File: src/rtl/alu_pkg.sv
// Shared ALU definitions: divider state encoding and sizing constants.
package alu_pkg;

  localparam int DIV_WIDTH = 16;
  localparam int DIV_CNT_WIDTH = $clog2(DIV_WIDTH);

  typedef enum logic [1:0] {
    ST_IDLE = 2'd0,
    ST_CALC = 2'd1,
    ST_DONE = 2'd2
  } div_state_t;

endpackage

File: src/rtl/sub_rca.sv
// Ripple-borrow subtractor a - b built as a ripple-carry adder of a + ~b + 1.
module full_adder (
  input  logic a,
  input  logic b,
  input  logic cin,
  output logic sum,
  output logic cout
);
  assign sum  = a ^ b ^ cin;
  assign cout = (a & b) | (cin & (a ^ b));
endmodule

module sub_rca #(
  parameter int WIDTH = 17
) (
  input  logic [WIDTH-1:0] a,
  input  logic [WIDTH-1:0] b,
  output logic [WIDTH-1:0] diff,
  output logic             borrow
);
  logic [WIDTH:0] carry;

  assign carry[0] = 1'b1;

  for (genvar gi = 0; gi < WIDTH; gi++) begin : g_bit
    full_adder u_fa (
      .a    (a[gi]),
      .b    (~b[gi]),
      .cin  (carry[gi]),
      .sum  (diff[gi]),
      .cout (carry[gi+1])
    );
  end

  // A missing carry-out of the two's-complement add means a < b.
  assign borrow = ~carry[WIDTH];
endmodule

File: src/rtl/seq_divider_16bit.sv
// Multi-cycle unsigned restoring divider, one shift-subtract step per clock.
module seq_divider_16bit
  import alu_pkg::*;
#(
  parameter int WIDTH = DIV_WIDTH
) (
  input  logic             clk,
  input  logic             rst,
  input  logic             start,
  input  logic [WIDTH-1:0] dividend,
  input  logic [WIDTH-1:0] divisor,
  output logic [WIDTH-1:0] quotient,
  output logic [WIDTH-1:0] remainder,
  output logic             busy,
  output logic             done,
  output logic             div_by_zero
);
  localparam int CW = $clog2(WIDTH);
  localparam logic [CW-1:0] CNT_LAST = CW'(WIDTH - 1);

  div_state_t       state;
  logic [WIDTH-1:0] a_reg;
  logic [WIDTH-1:0] q_reg;
  logic [WIDTH:0]   m_reg;
  logic [CW-1:0]    count_reg;

  logic [WIDTH:0]   trial;
  logic [WIDTH:0]   diff;
  logic             borrow;
  logic             take_diff;
  logic [WIDTH-1:0] a_next;
  logic [WIDTH-1:0] q_next;

  assign trial = {a_reg, q_reg[WIDTH-1]};

  sub_rca #(.WIDTH(WIDTH + 1)) u_sub (
    .a      (trial),
    .b      (m_reg),
    .diff   (diff),
    .borrow (borrow)
  );

  // Without a borrow the difference is below M, so its top bit is always
  // clear; A therefore only needs WIDTH bits between iterations.
  assign take_diff = ~borrow & ~diff[WIDTH];
  assign a_next    = take_diff ? diff[WIDTH-1:0] : trial[WIDTH-1:0];
  assign q_next    = {q_reg[WIDTH-2:0], take_diff};

  always_ff @(posedge clk or posedge rst) begin
    if (rst) begin
      state       <= ST_IDLE;
      a_reg       <= '0;
      q_reg       <= '0;
      m_reg       <= '0;
      count_reg   <= '0;
      quotient    <= '0;
      remainder   <= '0;
      busy        <= 1'b0;
      done        <= 1'b0;
      div_by_zero <= 1'b0;
    end else begin
      case (state)
        ST_IDLE: begin
          done <= 1'b0;
          if (start) begin
            if (divisor == '0) begin
              quotient    <= '1;
              remainder   <= dividend;
              div_by_zero <= 1'b1;
              done        <= 1'b1;
              state       <= ST_DONE;
            end else begin
              a_reg       <= '0;
              q_reg       <= dividend;
              m_reg       <= {1'b0, divisor};
              count_reg   <= '0;
              div_by_zero <= 1'b0;
              busy        <= 1'b1;
              state       <= ST_CALC;
            end
          end
        end
        ST_CALC: begin
          a_reg     <= a_next;
          q_reg     <= q_next;
          count_reg <= count_reg + 1'b1;
          if (count_reg == CNT_LAST) begin
            quotient  <= q_next;
            remainder <= a_next;
            busy      <= 1'b0;
            done      <= 1'b1;
            state     <= ST_DONE;
          end
        end
        ST_DONE: begin
          done  <= 1'b0;
          state <= ST_IDLE;
        end
        default: begin
          busy  <= 1'b0;
          done  <= 1'b0;
          state <= ST_IDLE;
        end
      endcase
    end
  end
endmodule

File: config.mk
export PLATFORM = sky130hd
export DESIGN_NAME = seq_divider_16bit
export DESIGN_NICKNAME = d
export VERILOG_FILES = /design/src/rtl/alu_pkg.sv /design/src/rtl/sub_rca.sv /design/src/rtl/seq_divider_16bit.sv
export SDC_FILE = /design/constraint.sdc
export NUM_CORES = 1
export LEC_CHECK = 0
export CELL_PAD_IN_SITES_DETAIL_PLACEMENT = 1
export CELL_PAD_IN_SITES_GLOBAL_PLACEMENT = 1
export CORE_UTILIZATION = 46
export DETAILED_ROUTE_END_ITERATION = 8
export PLACE_DENSITY = 0.84
export SLEW_MARGIN = 0
export SYNTH_ARGS = -nofsm -noshare
export SYNTH_HDL_FRONTEND = slang
export SYNTH_HIERARCHICAL = 1
export SYNTH_SLANG_ARGS = --single-unit
File: constraint.sdc
create_clock -name clk -period 13 [get_ports clk]
set_input_delay 1.3 -clock clk [delete_from_list [all_inputs] [get_ports clk]]
set_output_delay 1.3 -clock clk [all_outputs]
set_load 0.05 [all_outputs]
==> flow_metrics.tcl, run 1 <==
set metrics [dict create \
    drc 5 \
    syn_area_per_cell_um2 12.69 \
    core_um2 8848 \
    slew-limit-headroom_pct 27.42 \
    worst-setup-path-type "reg2reg" \
    setup_viol_count_final 0 \
    clock-root-buffer "sky130_fd_sc_hd__clkbuf_8" \
    ys.warnings.count 6 \
    dominant_delay_contributor_by_cell_family_on_the_critical_path "adder cells" \
    ys.flop_type "sky130_fd_sc_hd__dfrtp_1" \
    detail_route.first_pass.iterations 8 \
    cts_max_path_buffers 2 \
    synth_sequential_area_ratio_pct 52.06 \
    post_drt_via_cell_ratio 5.598 \
    worst-endpoint-required_ns 13.25 \
    max_cap_viol_count 0 \
    failed_checks "DRC" \
    grt_antenna_before_repair 0 \
    chipHeight_um 98.44 \
    yosys.cell_types.count 36 \
    area_delta_synth_final_pct 23.34 \
    worst_setup_path_start_kind "register" \
    initialDrtViolationCount 102 \
    timing.final.crit_period_ns 9.231 \
    layout.cells.most_common "sky130_fd_sc_hd__dfrtp_1" \
    skew_pair_late_insertion_delay_ns 0.37 \
    placement_rows 34 \
    power_density_nw_per_um2 251.5 \
    num_io_pins 70 \
    timing.critical_path.fanout_max 17 \
    grt.total_usage_pct 23.92 \
    synth_enable_flop_cells 0 \
    synth_async_reset_ratio_pct 100.0 \
    postSynthNetCount 390 \
    worstHoldPathType "reg2reg" \
    die_width_um 98.44 \
    fin_area_um2 5276 \
    setup_tns_ns 0 \
    multi_input_gate_area_um2 1851 \
    critical-path-max-stage-delay_ns 0.86 \
    finalCritPeriodShare_pct 71.00 \
    die_area_um2 9689 \
    crit_arrival_ns 9.48 \
    worst_setup_hold_path_clk_slew_ns 0.09 \
    setup.worst_path.end_class "register" \
    achievable_clock_frequency_mhz 108.3 \
    initial_standard_cell_utilization_of_the_core_pct 48.35 \
    power.ir.vdd_worst_mv 0.09247 \
    postRouteAntennaNets 0 \
    h_tree_depth 3 \
    critical-path-top-cell-by-count "sky130_fd_sc_hd__fa_1" \
    hpwl_dp_um 7376 \
    cts_tree "built" \
    post_route_cells_drive_above_1_share_pct 14.91 \
    finalCoreUtilization_pct 59.63 \
    slowest_stage "sky130_fd_sc_hd__nor2_2" \
    clk_skew_ns 0.01420 \
    detailed_place.area_um2 5040 \
    power_leakage_nw 2.235 \
    post_cts_hold_buffer_count 0 \
    reg2reg_slack_ns 3.77 \
    synth-seq-cells 89 \
    insertedDiodeCount 0 \
    cp_cell_sequence "fa_1 -> fa_1 -> fa_1 -> fa_1 -> fa_1 -> fa_1 -> fa_1 -> fa_1 -> fa_1 -> fa_1 -> fa_1 -> fa_1 -> fa_1 -> fa_1 -> fa_1 -> fa_1 -> fa_1 -> nor2_2 -> mux2i_1 -> o21ai_0 -> mux2_1" \
    commonest_cells_after_routing_fill_and_taps_aside "sky130_fd_sc_hd__dfrtp_1 (89), sky130_fd_sc_hd__clkdlybuf4s50_1 (69), sky130_fd_sc_hd__mux2_2 (30), sky130_fd_sc_hd__nand2_1 (26), sky130_fd_sc_hd__o21ai_0 (26)" \
    mappedNetlistArea_um2 4278 \
    result_of_the_run "complete, but fails checks" \
    rsz_0062_raised_after_global_routing "no" \
    finalWirelength_um 10440 \
    timing.final.hold_violations 0 \
    number_of_fill_cells 919 \
    gp_congestion 0.8074 \
    grt_pass1_vias 3281 \
    globalRouteOverflowTotal 0 \
    pin_count_of_the_biggest_net_entering_global_routing 58 \
    grt_first_pass_wirelength_um 17670 \
    final_layout_net_count 457 \
    worst_pin_slew_ns 1.088 \
    critical_path.n_buffers_inverters 0 \
    postCtsResizedCells 0 \
    cts_buffers 9 \
    cts_sinks 89 \
    synth_cells 337 \
    seq_area_um2 2227 \
    wl_per_cell_um 20.20 \
    placement.io_buffers 69 \
    cts_setup_buffers 0 \
    finalMaxSlewViolations 0 \
    vias 2894 \
]
==> cell families after synthesis <==
group           count (synthesis)  synth area share, %
flops                          89                52.06
compound gates                 73                12.52
mux                            65                16.47
simple gates                   45                5.645
buf+inv                        44                4.679
fa+ha+maj                      18                8.248
other cells                     2               0.1756
xor+xnor                        1               0.2048
==> report_power, final <==
group / internal, mW / switching [mW]
clock: 0.120 / 0.107
sequential: 0.385 / 0.0842
combinational: 0.257 / 0.374
total: 0.762 / 0.565
==> metrics by stage <==
step	std cells	setup WS (ns)	hold slack (ns)	power (mW)
3_3_place_gp	501	4.114	0.4654	1.052
3_5_place_dp	501	3.857	0.4785	1.100
4_1_cts	517	3.746	0.4974	1.338
5_1_grt	517	3.497	0.5122	1.409
6_report	517	3.769	0.4903	1.327
2_1_floorplan	337	4.630	0.4600	0.8970
==> synthesized netlist by cell type (2+ instances only) <==
master,count,area share (%)
sky130_fd_sc_hd__nor2_2,2,0.29
sky130_fd_sc_hd__mux2_1,13,3.4
sky130_fd_sc_hd__conb_1,2,0.18
sky130_fd_sc_hd__mux2_2,30,7.9
sky130_fd_sc_hd__fa_1,17,8.0
sky130_fd_sc_hd__nor2_1,3,0.26
sky130_fd_sc_hd__dfrtp_1,89,52
sky130_fd_sc_hd__nor2b_1,3,0.44
sky130_fd_sc_hd__o21ai_0,26,3.0
sky130_fd_sc_hd__o22a_1,15,3.1
sky130_fd_sc_hd__a22o_1,2,0.41
sky130_fd_sc_hd__o2bb2ai_1,16,3.3
sky130_fd_sc_hd__buf_2,7,0.82
sky130_fd_sc_hd__a21boi_0,6,1.1
sky130_fd_sc_hd__buf_4,3,0.53
sky130_fd_sc_hd__nor4_2,4,1.2
sky130_fd_sc_hd__inv_1,26,2.3
sky130_fd_sc_hd__nand2_1,26,2.3
sky130_fd_sc_hd__nand2b_1,2,0.29
sky130_fd_sc_hd__a21oi_1,2,0.23
sky130_fd_sc_hd__clkbuf_1,6,0.53
sky130_fd_sc_hd__mux2i_1,22,5.1
sky130_fd_sc_hd__buf_6,2,0.53
==> final timing paths <==
| check | startpoint | endpoint | cells after the start |
|---|---|---|---|
| max in group asynchronous | rst | m_reg[15] | 3 |
| setup / recovery | q_reg[15] | remainder[8] | 21 |
| hold reg to reg | busy | busy | 1 |
| min in group asynchronous | rst | quotient[5] | 2 |
| setup reg to reg | q_reg[15] | remainder[8] | 21 |
| hold / removal | busy | busy | 1 |
==> per-layer routing <==
metal	wire [um]	GRT usage (%)	share of wire, %	up-vias
li1	-	-	-	1311
met1	4710	31.95	45	1517
met2	5276	40.68	51	56
met3	328	4.255	3.1	10
met4	126	6.200	1.2	0
met5	0	0	0	-
==> cell type report <==
class                           count  share of cell area (%)
Tap cell                          108                   2.561
Timing Repair Buffer               74                   13.80
Clock inverter                      5                   1.613
Multi-Input combinational cell    204                   35.07
Inverter                           26                   1.873
Clock buffer                       11                   2.869
Sequential cell                    89                   42.21
==> worst reg2reg max path, stage by stage (launching register included) <==
cell	delay, ns
sky130_fd_sc_hd__dfrtp_1	0.42
sky130_fd_sc_hd__fa_1	0.45
sky130_fd_sc_hd__fa_1	0.39
sky130_fd_sc_hd__fa_1	0.39
sky130_fd_sc_hd__fa_1	0.39
sky130_fd_sc_hd__fa_1	0.40
sky130_fd_sc_hd__fa_1	0.41
sky130_fd_sc_hd__fa_1	0.39
sky130_fd_sc_hd__fa_1	0.39
sky130_fd_sc_hd__fa_1	0.41
sky130_fd_sc_hd__fa_1	0.43
sky130_fd_sc_hd__fa_1	0.41
sky130_fd_sc_hd__fa_1	0.42
sky130_fd_sc_hd__fa_1	0.40
sky130_fd_sc_hd__fa_1	0.41
sky130_fd_sc_hd__fa_1	0.40
sky130_fd_sc_hd__fa_1	0.39
sky130_fd_sc_hd__fa_1	0.48
sky130_fd_sc_hd__nor2_2	0.86
sky130_fd_sc_hd__mux2i_1	0.45
sky130_fd_sc_hd__o21ai_0	0.12
sky130_fd_sc_hd__mux2_1	0.30
Power figures use the tool's default switching activity.
==> inputs of run 2 (changes only) <==
--- a/config.mk
+++ b/config.mk
@@ -7,9 +7,9 @@
 export LEC_CHECK = 0
 export CELL_PAD_IN_SITES_DETAIL_PLACEMENT = 1
 export CELL_PAD_IN_SITES_GLOBAL_PLACEMENT = 1
-export CORE_UTILIZATION = 46
+export CORE_UTILIZATION = 43
 export DETAILED_ROUTE_END_ITERATION = 8
-export PLACE_DENSITY = 0.84
+export PLACE_DENSITY = 0.8
 export SLEW_MARGIN = 0
 export SYNTH_ARGS = -nofsm -noshare
 export SYNTH_HDL_FRONTEND = slang
==> constraint.sdc (replaced) <==
create_clock -name clk -period 9.31 [get_ports clk]
set_input_delay 0.931 -clock clk [delete_from_list [all_inputs] [get_ports clk]]
set_output_delay 0.931 -clock clk [all_outputs]
set_load 0.05 [all_outputs]
==> run 2 against run 1 <==
Against the previous run:
- the run now ends clean
- combinational power increased by 35%
- critical path depth increased by 1
- sequential share of layout area decreased by 0.060 points
- maximum frequency increased by 7.2%
- clock power increased by 28%
- first-iteration DRC count decreased by 22%
- global-route usage decreased by 3.4 points
- largest cell class unchanged
- highest routed layer unchanged
==> flow_metrics.tcl, run 2 (synthesis results as in run 1) <==
set metrics [dict create \
    dominant_delay_contributor_by_cell_family_on_the_critical_path "adder cells" \
    finalCoreUtilization_pct 54.31 \
    multi_input_gate_area_um2 1853 \
    post_drt_via_cell_ratio 5.259 \
    wl_per_cell_um 17.91 \
    clk_skew_ns 0.01126 \
    grt.total_usage_pct 20.51 \
    core_um2 9729 \
    postRouteAntennaNets 0 \
    setup_tns_ns 0 \
    power_leakage_nw 2.225 \
    clock-root-buffer "sky130_fd_sc_hd__clkbuf_8" \
    drc 0 \
    result_of_the_run "complete, no violations" \
    cp_cell_sequence "fa_1 -> fa_1 -> fa_1 -> fa_1 -> fa_1 -> fa_1 -> fa_1 -> fa_1 -> fa_1 -> fa_1 -> fa_1 -> fa_1 -> fa_1 -> fa_1 -> fa_1 -> fa_1 -> fa_1 -> nor2_2 -> buf_4 -> mux2i_1 -> o21ai_0 -> mux2_1" \
    worst_pin_slew_ns 1.125 \
    timing.final.hold_violations 0 \
    die_area_um2 10350 \
    seq_area_um2 2227 \
    timing.critical_path.fanout_max 17 \
    final_layout_net_count 457 \
    slew-limit-headroom_pct 25.03 \
    area_delta_synth_final_pct 23.52 \
    cts_setup_buffers 0 \
    finalMaxSlewViolations 0 \
    worst-setup-path-type "reg2reg" \
    skew_pair_late_insertion_delay_ns 0.37 \
    timing.final.crit_period_ns 8.609 \
    h_tree_depth 3 \
    post_cts_hold_buffer_count 0 \
    setup_viol_count_final 0 \
    placement.io_buffers 69 \
    setup.worst_path.end_class "register" \
    wl_met2_um 4769 \
    power.ir.vdd_worst_mv 0.1232 \
    gp_congestion 0.7961 \
    globalRouteOverflowTotal 0 \
    worst_setup_hold_path_clk_slew_ns 0.09 \
    rsz_0062_raised_after_global_routing "no" \
    hpwl_dp_um 6750 \
    grt_first_pass_wirelength_um 15750 \
    achievable_clock_frequency_mhz 116.2 \
    detail_route.first_pass.iterations 4 \
    finalCritPeriodShare_pct 92.47 \
    grt_pass1_vias 3028 \
    insertedDiodeCount 0 \
    critical-path-top-cell-by-count "sky130_fd_sc_hd__fa_1" \
    max_cap_viol_count 0 \
    drt-met1-wl_um 4410 \
    slowest_stage "sky130_fd_sc_hd__fa_1" \
    cts_sinks 89 \
    highest_layer_used_for_signal_routing "met4" \
    post_route_cells_drive_above_1_share_pct 14.46 \
    commonest_cells_after_routing_fill_and_taps_aside "sky130_fd_sc_hd__dfrtp_1 (89), sky130_fd_sc_hd__clkdlybuf4s50_1 (69), sky130_fd_sc_hd__mux2_2 (30), sky130_fd_sc_hd__nand2_1 (26), sky130_fd_sc_hd__o21ai_0 (26)" \
    cts_buffers 9 \
    worstHoldPathType "reg2reg" \
    chipHeight_um 101.7 \
    number_of_fill_cells 1020 \
    initial_standard_cell_utilization_of_the_core_pct 43.97 \
    placement_rows 36 \
    initialDrtViolationCount 80 \
    num_io_pins 70 \
    cts_max_path_buffers 2 \
    crit_arrival_ns 8.86 \
    postCtsResizedCells 0 \
    worst-endpoint-required_ns 9.56 \
    totalPowerFinal_mw 1.793 \
    worst_setup_path_start_kind "register" \
    layout.cells.most_common "sky130_fd_sc_hd__dfrtp_1" \
    pin_count_of_the_biggest_net_entering_global_routing 90 \
    die_width_um 101.7 \
    finalWirelength_um 9691 \
    cts_tree "built" \
    power_density_nw_per_um2 339.3 \
    critical-path-max-stage-delay_ns 0.47 \
    amount_of_wire_on_met3_after_detailed_routing_um 278 \
    finalHoldWorstSlack_ns 0.4854 \
    critical_path.n_buffers_inverters 1 \
    vias 2845 \
    grt_antenna_before_repair 0 \
]
## run 2: changes by cell type in the layout (fill, tap and decap cells not counted), sizes merged
cell	before	now
clkinvlp	1	0
clkbuf	11	12
inv	27	25
clkinv	1	2
## run 2: routing by layer
metal	vias up	global-route usage, %
met5	-	0
met4	0	10.14
met3	20	3.175
met2	56	33.63
met1	1452	26.57
li1	1317	-
## run 2: area by class of cell
class / count / area share [%]
flip-flops and latches: 89 / 42.15
well taps: 133 / 3.149
repair buffers: 74 / 13.78
clock buffers: 12 / 2.747
multi-input cells: 204 / 35.07
clock inverters: 3 / 1.231
inverters: 26 / 1.871
## run 2: path summary, 6_finish.rpt
| check | start | end | slack (ns) | depth (start not counted) |
|---|---|---|---|---|
| min in group asynchronous | rst | a_reg[7] | 1.26 | 3 |
| hold reg to reg | remainder[8] | remainder[8] | 0.49 | 1 |
| hold / removal | remainder[8] | remainder[8] | 0.49 | 1 |
| setup reg to reg | q_reg[15] | remainder[8] | 0.70 | 22 |
| max in group asynchronous | rst | a_reg[9] | 7.35 | 3 |
| setup / recovery | q_reg[15] | remainder[8] | 0.70 | 22 |
## run 2: per-stage QoR
stage          area (um2)  setup WS, ns  cells
6_report             5284        0.7006    541
2_1_floorplan        4278        0.9401    337
3_3_place_gp         5074        0.8840    526
5_1_grt              5284        0.4206    541
3_5_place_dp         5074        0.7287    526
4_1_cts              5284        0.6955    541
## run 2: worst register-to-register path, cell delays in order (launching register included)
cell and delay [ns]:
sky130_fd_sc_hd__dfrtp_1 0.42, sky130_fd_sc_hd__fa_1 0.44, sky130_fd_sc_hd__fa_1 0.38, sky130_fd_sc_hd__fa_1 0.39, sky130_fd_sc_hd__fa_1 0.41, sky130_fd_sc_hd__fa_1 0.40
sky130_fd_sc_hd__fa_1 0.39, sky130_fd_sc_hd__fa_1 0.40, sky130_fd_sc_hd__fa_1 0.40, sky130_fd_sc_hd__fa_1 0.39, sky130_fd_sc_hd__fa_1 0.39, sky130_fd_sc_hd__fa_1 0.41
sky130_fd_sc_hd__fa_1 0.40, sky130_fd_sc_hd__fa_1 0.39, sky130_fd_sc_hd__fa_1 0.40, sky130_fd_sc_hd__fa_1 0.39, sky130_fd_sc_hd__fa_1 0.39, sky130_fd_sc_hd__fa_1 0.47
sky130_fd_sc_hd__nor2_2 0.11, sky130_fd_sc_hd__buf_4 0.29, sky130_fd_sc_hd__mux2i_1 0.35, sky130_fd_sc_hd__o21ai_0 0.14, sky130_fd_sc_hd__mux2_1 0.33
## run 2: power by group
| group | leakage (nW) | internal [mW] | switching [mW] |
|---|---|---|---|
| sequential | 1.07 | 0.538 | 0.113 |
| clock | 0.106 | 0.157 | 0.134 |
| combinational | 1.05 | 0.350 | 0.501 |
| total | 2.23 | 1.04 | 0.748 |
==> inputs of run 3 (changes only) <==
--- a/config.mk
+++ b/config.mk
@@ -8,6 +8,7 @@
 export CELL_PAD_IN_SITES_DETAIL_PLACEMENT = 1
 export CELL_PAD_IN_SITES_GLOBAL_PLACEMENT = 1
 export CORE_UTILIZATION = 43
+export CTS_BUF_LIST = sky130_fd_sc_hd__clkbuf_16
 export DETAILED_ROUTE_END_ITERATION = 8
 export PLACE_DENSITY = 0.8
 export SLEW_MARGIN = 0
==> run 3 against run 2 <==
Against the previous run:
- maximum frequency fell by 0.53%
- global-route usage rose by 0.75 points
- power rose by 5.5%
- critical path depth did not move
- combinational power rose by 0.9%
- wire length rose by 3.8%
- final cell count did not move
- sequential cell count did not move
- sequential power rose by 0.8%
- via count rose by 1.1%
- clock power rose by 29%
- critical endpoint is now remainder[7]
==> flow_metrics.tcl, run 3 (synthesis results as in run 1) <==
set metrics [dict create \
    worst_setup_path_start_kind "register" \
    h_tree_depth 3 \
    layout.cells.most_common "sky130_fd_sc_hd__dfrtp_1" \
    cts_max_path_buffers 2 \
    place_inst 526 \
    multi_input_gate_area_um2 1853 \
    internal_power_mw 1.121 \
    rsz_0062_raised_after_global_routing "no" \
    crit_arrival_ns 8.88 \
    switching_share_pct 40.75 \
    finalCoreUtilization_pct 55.25 \
    grt_antenna_before_repair 0 \
    worst-setup-path-type "reg2reg" \
    achievable_clock_frequency_mhz 115.5 \
    detailed_place.area_um2 5074 \
    chipHeight_um 101.7 \
    clock-root-buffer "sky130_fd_sc_hd__clkbuf_16" \
    slew-limit-headroom_pct 25.61 \
    drc 0 \
    power_leakage_nw 2.274 \
    power_density_nw_per_um2 351.9 \
    finalMaxSlewViolations 0 \
    vias 2875 \
    fin_area_um2 5375 \
    cts_buffers 9 \
    wl_per_cell_um 18.60 \
    final_layout_net_count 457 \
    finalCritPeriodShare_pct 92.97 \
    cts_tree "built" \
    timing.final.hold_violations 0 \
    cts_sinks 89 \
    share_clk_of_total_power_pct 19.9 \
    seq_area_um2 2227 \
    power_frac_seq_pct 34.7 \
    detail_route.first_pass.iterations 4 \
    net-switching-power_mw 0.7709 \
    post_cts_hold_buffer_count 0 \
    setup_viol_count_final 0 \
    power.ir.vdd_worst_mv 0.1127 \
    timing.critical_path.fanout_max 17 \
    timing.final.crit_period_ns 8.655 \
    postRouteAntennaNets 0 \
    initialDrtViolationCount 120 \
    globalRouteOverflowTotal 0 \
    core_um2 9729 \
    num_io_pins 70 \
    number_of_fill_cells 1016 \
    hpwl_dp_um 6750 \
    worst_setup_hold_path_clk_slew_ns 0.06 \
    setup.worst_path.end_class "register" \
    worst_pin_slew_ns 1.116 \
    area_delta_synth_final_pct 25.65 \
    post_route_cells_drive_above_1_share_pct 14.22 \
    finalHoldWorstSlack_ns 0.4816 \
    placement.io_buffers 69 \
    grt_pass1_vias 3057 \
    post_drt_via_cell_ratio 5.314 \
    cts_setup_buffers 0 \
    finalWirelength_um 10060 \
    insertedDiodeCount 0 \
    gp_congestion 0.7961 \
    setup_tns_ns 0 \
    initial_standard_cell_utilization_of_the_core_pct 43.97 \
    pin_count_of_the_biggest_net_entering_global_routing 90 \
    die_width_um 101.7 \
    die_area_um2 10350 \
    worstHoldPathType "reg2reg" \
    result_of_the_run "complete, no violations" \
    max_cap_viol_count 0 \
    grt_first_pass_wirelength_um 16240 \
    post_layout_nonfiller_instances 541 \
    placement_rows 36 \
    clk_skew_ns 0.006089 \
    commonest_cells_after_routing_fill_and_taps_aside "sky130_fd_sc_hd__dfrtp_1 (89), sky130_fd_sc_hd__clkdlybuf4s50_1 (69), sky130_fd_sc_hd__mux2_2 (30), sky130_fd_sc_hd__inv_1 (27)" \
    grt.total_usage_pct 21.26 \
    skew_pair_late_insertion_delay_ns 0.34 \
    postCtsResizedCells 0 \
    combinational_share_of_power_pct 45.4 \
    worst-endpoint-required_ns 9.53 \
]
==> run 3: worst paths after layout <==
check | slack (ns) | cells after the start | start | end
setup / recovery | 0.65 | 22 | q_reg[15] | remainder[7]
hold / removal | 0.48 | 1 | remainder[8] | remainder[8]
setup reg to reg | 0.65 | 22 | q_reg[15] | remainder[7]
hold reg to reg | 0.48 | 1 | remainder[8] | remainder[8]
max in group asynchronous | 7.34 | 3 | rst | m_reg[15]
min in group asynchronous | 1.28 | 3 | rst | q_reg[4]
==> run 3: area by class of cell <==
| cell class | count | share of cell area, % |
|---|---|---|
| inverters | 26 | 1.839 |
| clock buffers | 9 | 4.190 |
| clock inverters | 6 | 1.420 |
| multi-input cells | 204 | 34.47 |
| repair buffers | 74 | 13.55 |
| flip-flops and latches | 89 | 41.43 |
| well taps | 133 | 3.096 |
==> run 3: per-stage QoR <==
stage               power [mW]  worst slack (ns)
CTS                      1.907            0.6298
global placement         1.467            0.8840
global route             2.011            0.3582
detailed placement       1.508            0.7287
floorplan                1.253            0.9401
finish                   1.892            0.6546
==> run 3: routing by layer <==
metal / wire length (um) / track usage [%] / up-vias
li1: - / - / 1323
met1: 4576 / 28.33 / 1472
met2: 5016 / 35.03 / 66
met3: 305 / 3.037 / 14
met4: 165 / 8.696 / 0
met5: 0 / 0 / -
==> run 3: power by group through the flow <==
stage	Sequential [mW]	Combinational [mW]	Clock, mW
CTS	0.657	0.868	0.382
detailed placement	0.660	0.848	0
global route	0.678	0.935	0.398
floorplan	0.773	0.480	0
global placement	0.650	0.817	0
finish	0.656	0.859	0.376
==> run 3: worst max-delay path, cell delays in order, from the launching register on <==
cell and delay [ns]:
sky130_fd_sc_hd__dfrtp_1 0.41, sky130_fd_sc_hd__fa_1 0.44, sky130_fd_sc_hd__fa_1 0.38, sky130_fd_sc_hd__fa_1 0.42
sky130_fd_sc_hd__fa_1 0.43, sky130_fd_sc_hd__fa_1 0.40, sky130_fd_sc_hd__fa_1 0.40, sky130_fd_sc_hd__fa_1 0.40
sky130_fd_sc_hd__fa_1 0.40, sky130_fd_sc_hd__fa_1 0.39, sky130_fd_sc_hd__fa_1 0.40, sky130_fd_sc_hd__fa_1 0.42
sky130_fd_sc_hd__fa_1 0.40, sky130_fd_sc_hd__fa_1 0.39, sky130_fd_sc_hd__fa_1 0.40, sky130_fd_sc_hd__fa_1 0.39
sky130_fd_sc_hd__fa_1 0.38, sky130_fd_sc_hd__fa_1 0.47, sky130_fd_sc_hd__nor2_2 0.11, sky130_fd_sc_hd__buf_4 0.29
sky130_fd_sc_hd__mux2i_1 0.33, sky130_fd_sc_hd__o21ai_0 0.13, sky130_fd_sc_hd__mux2_1 0.34
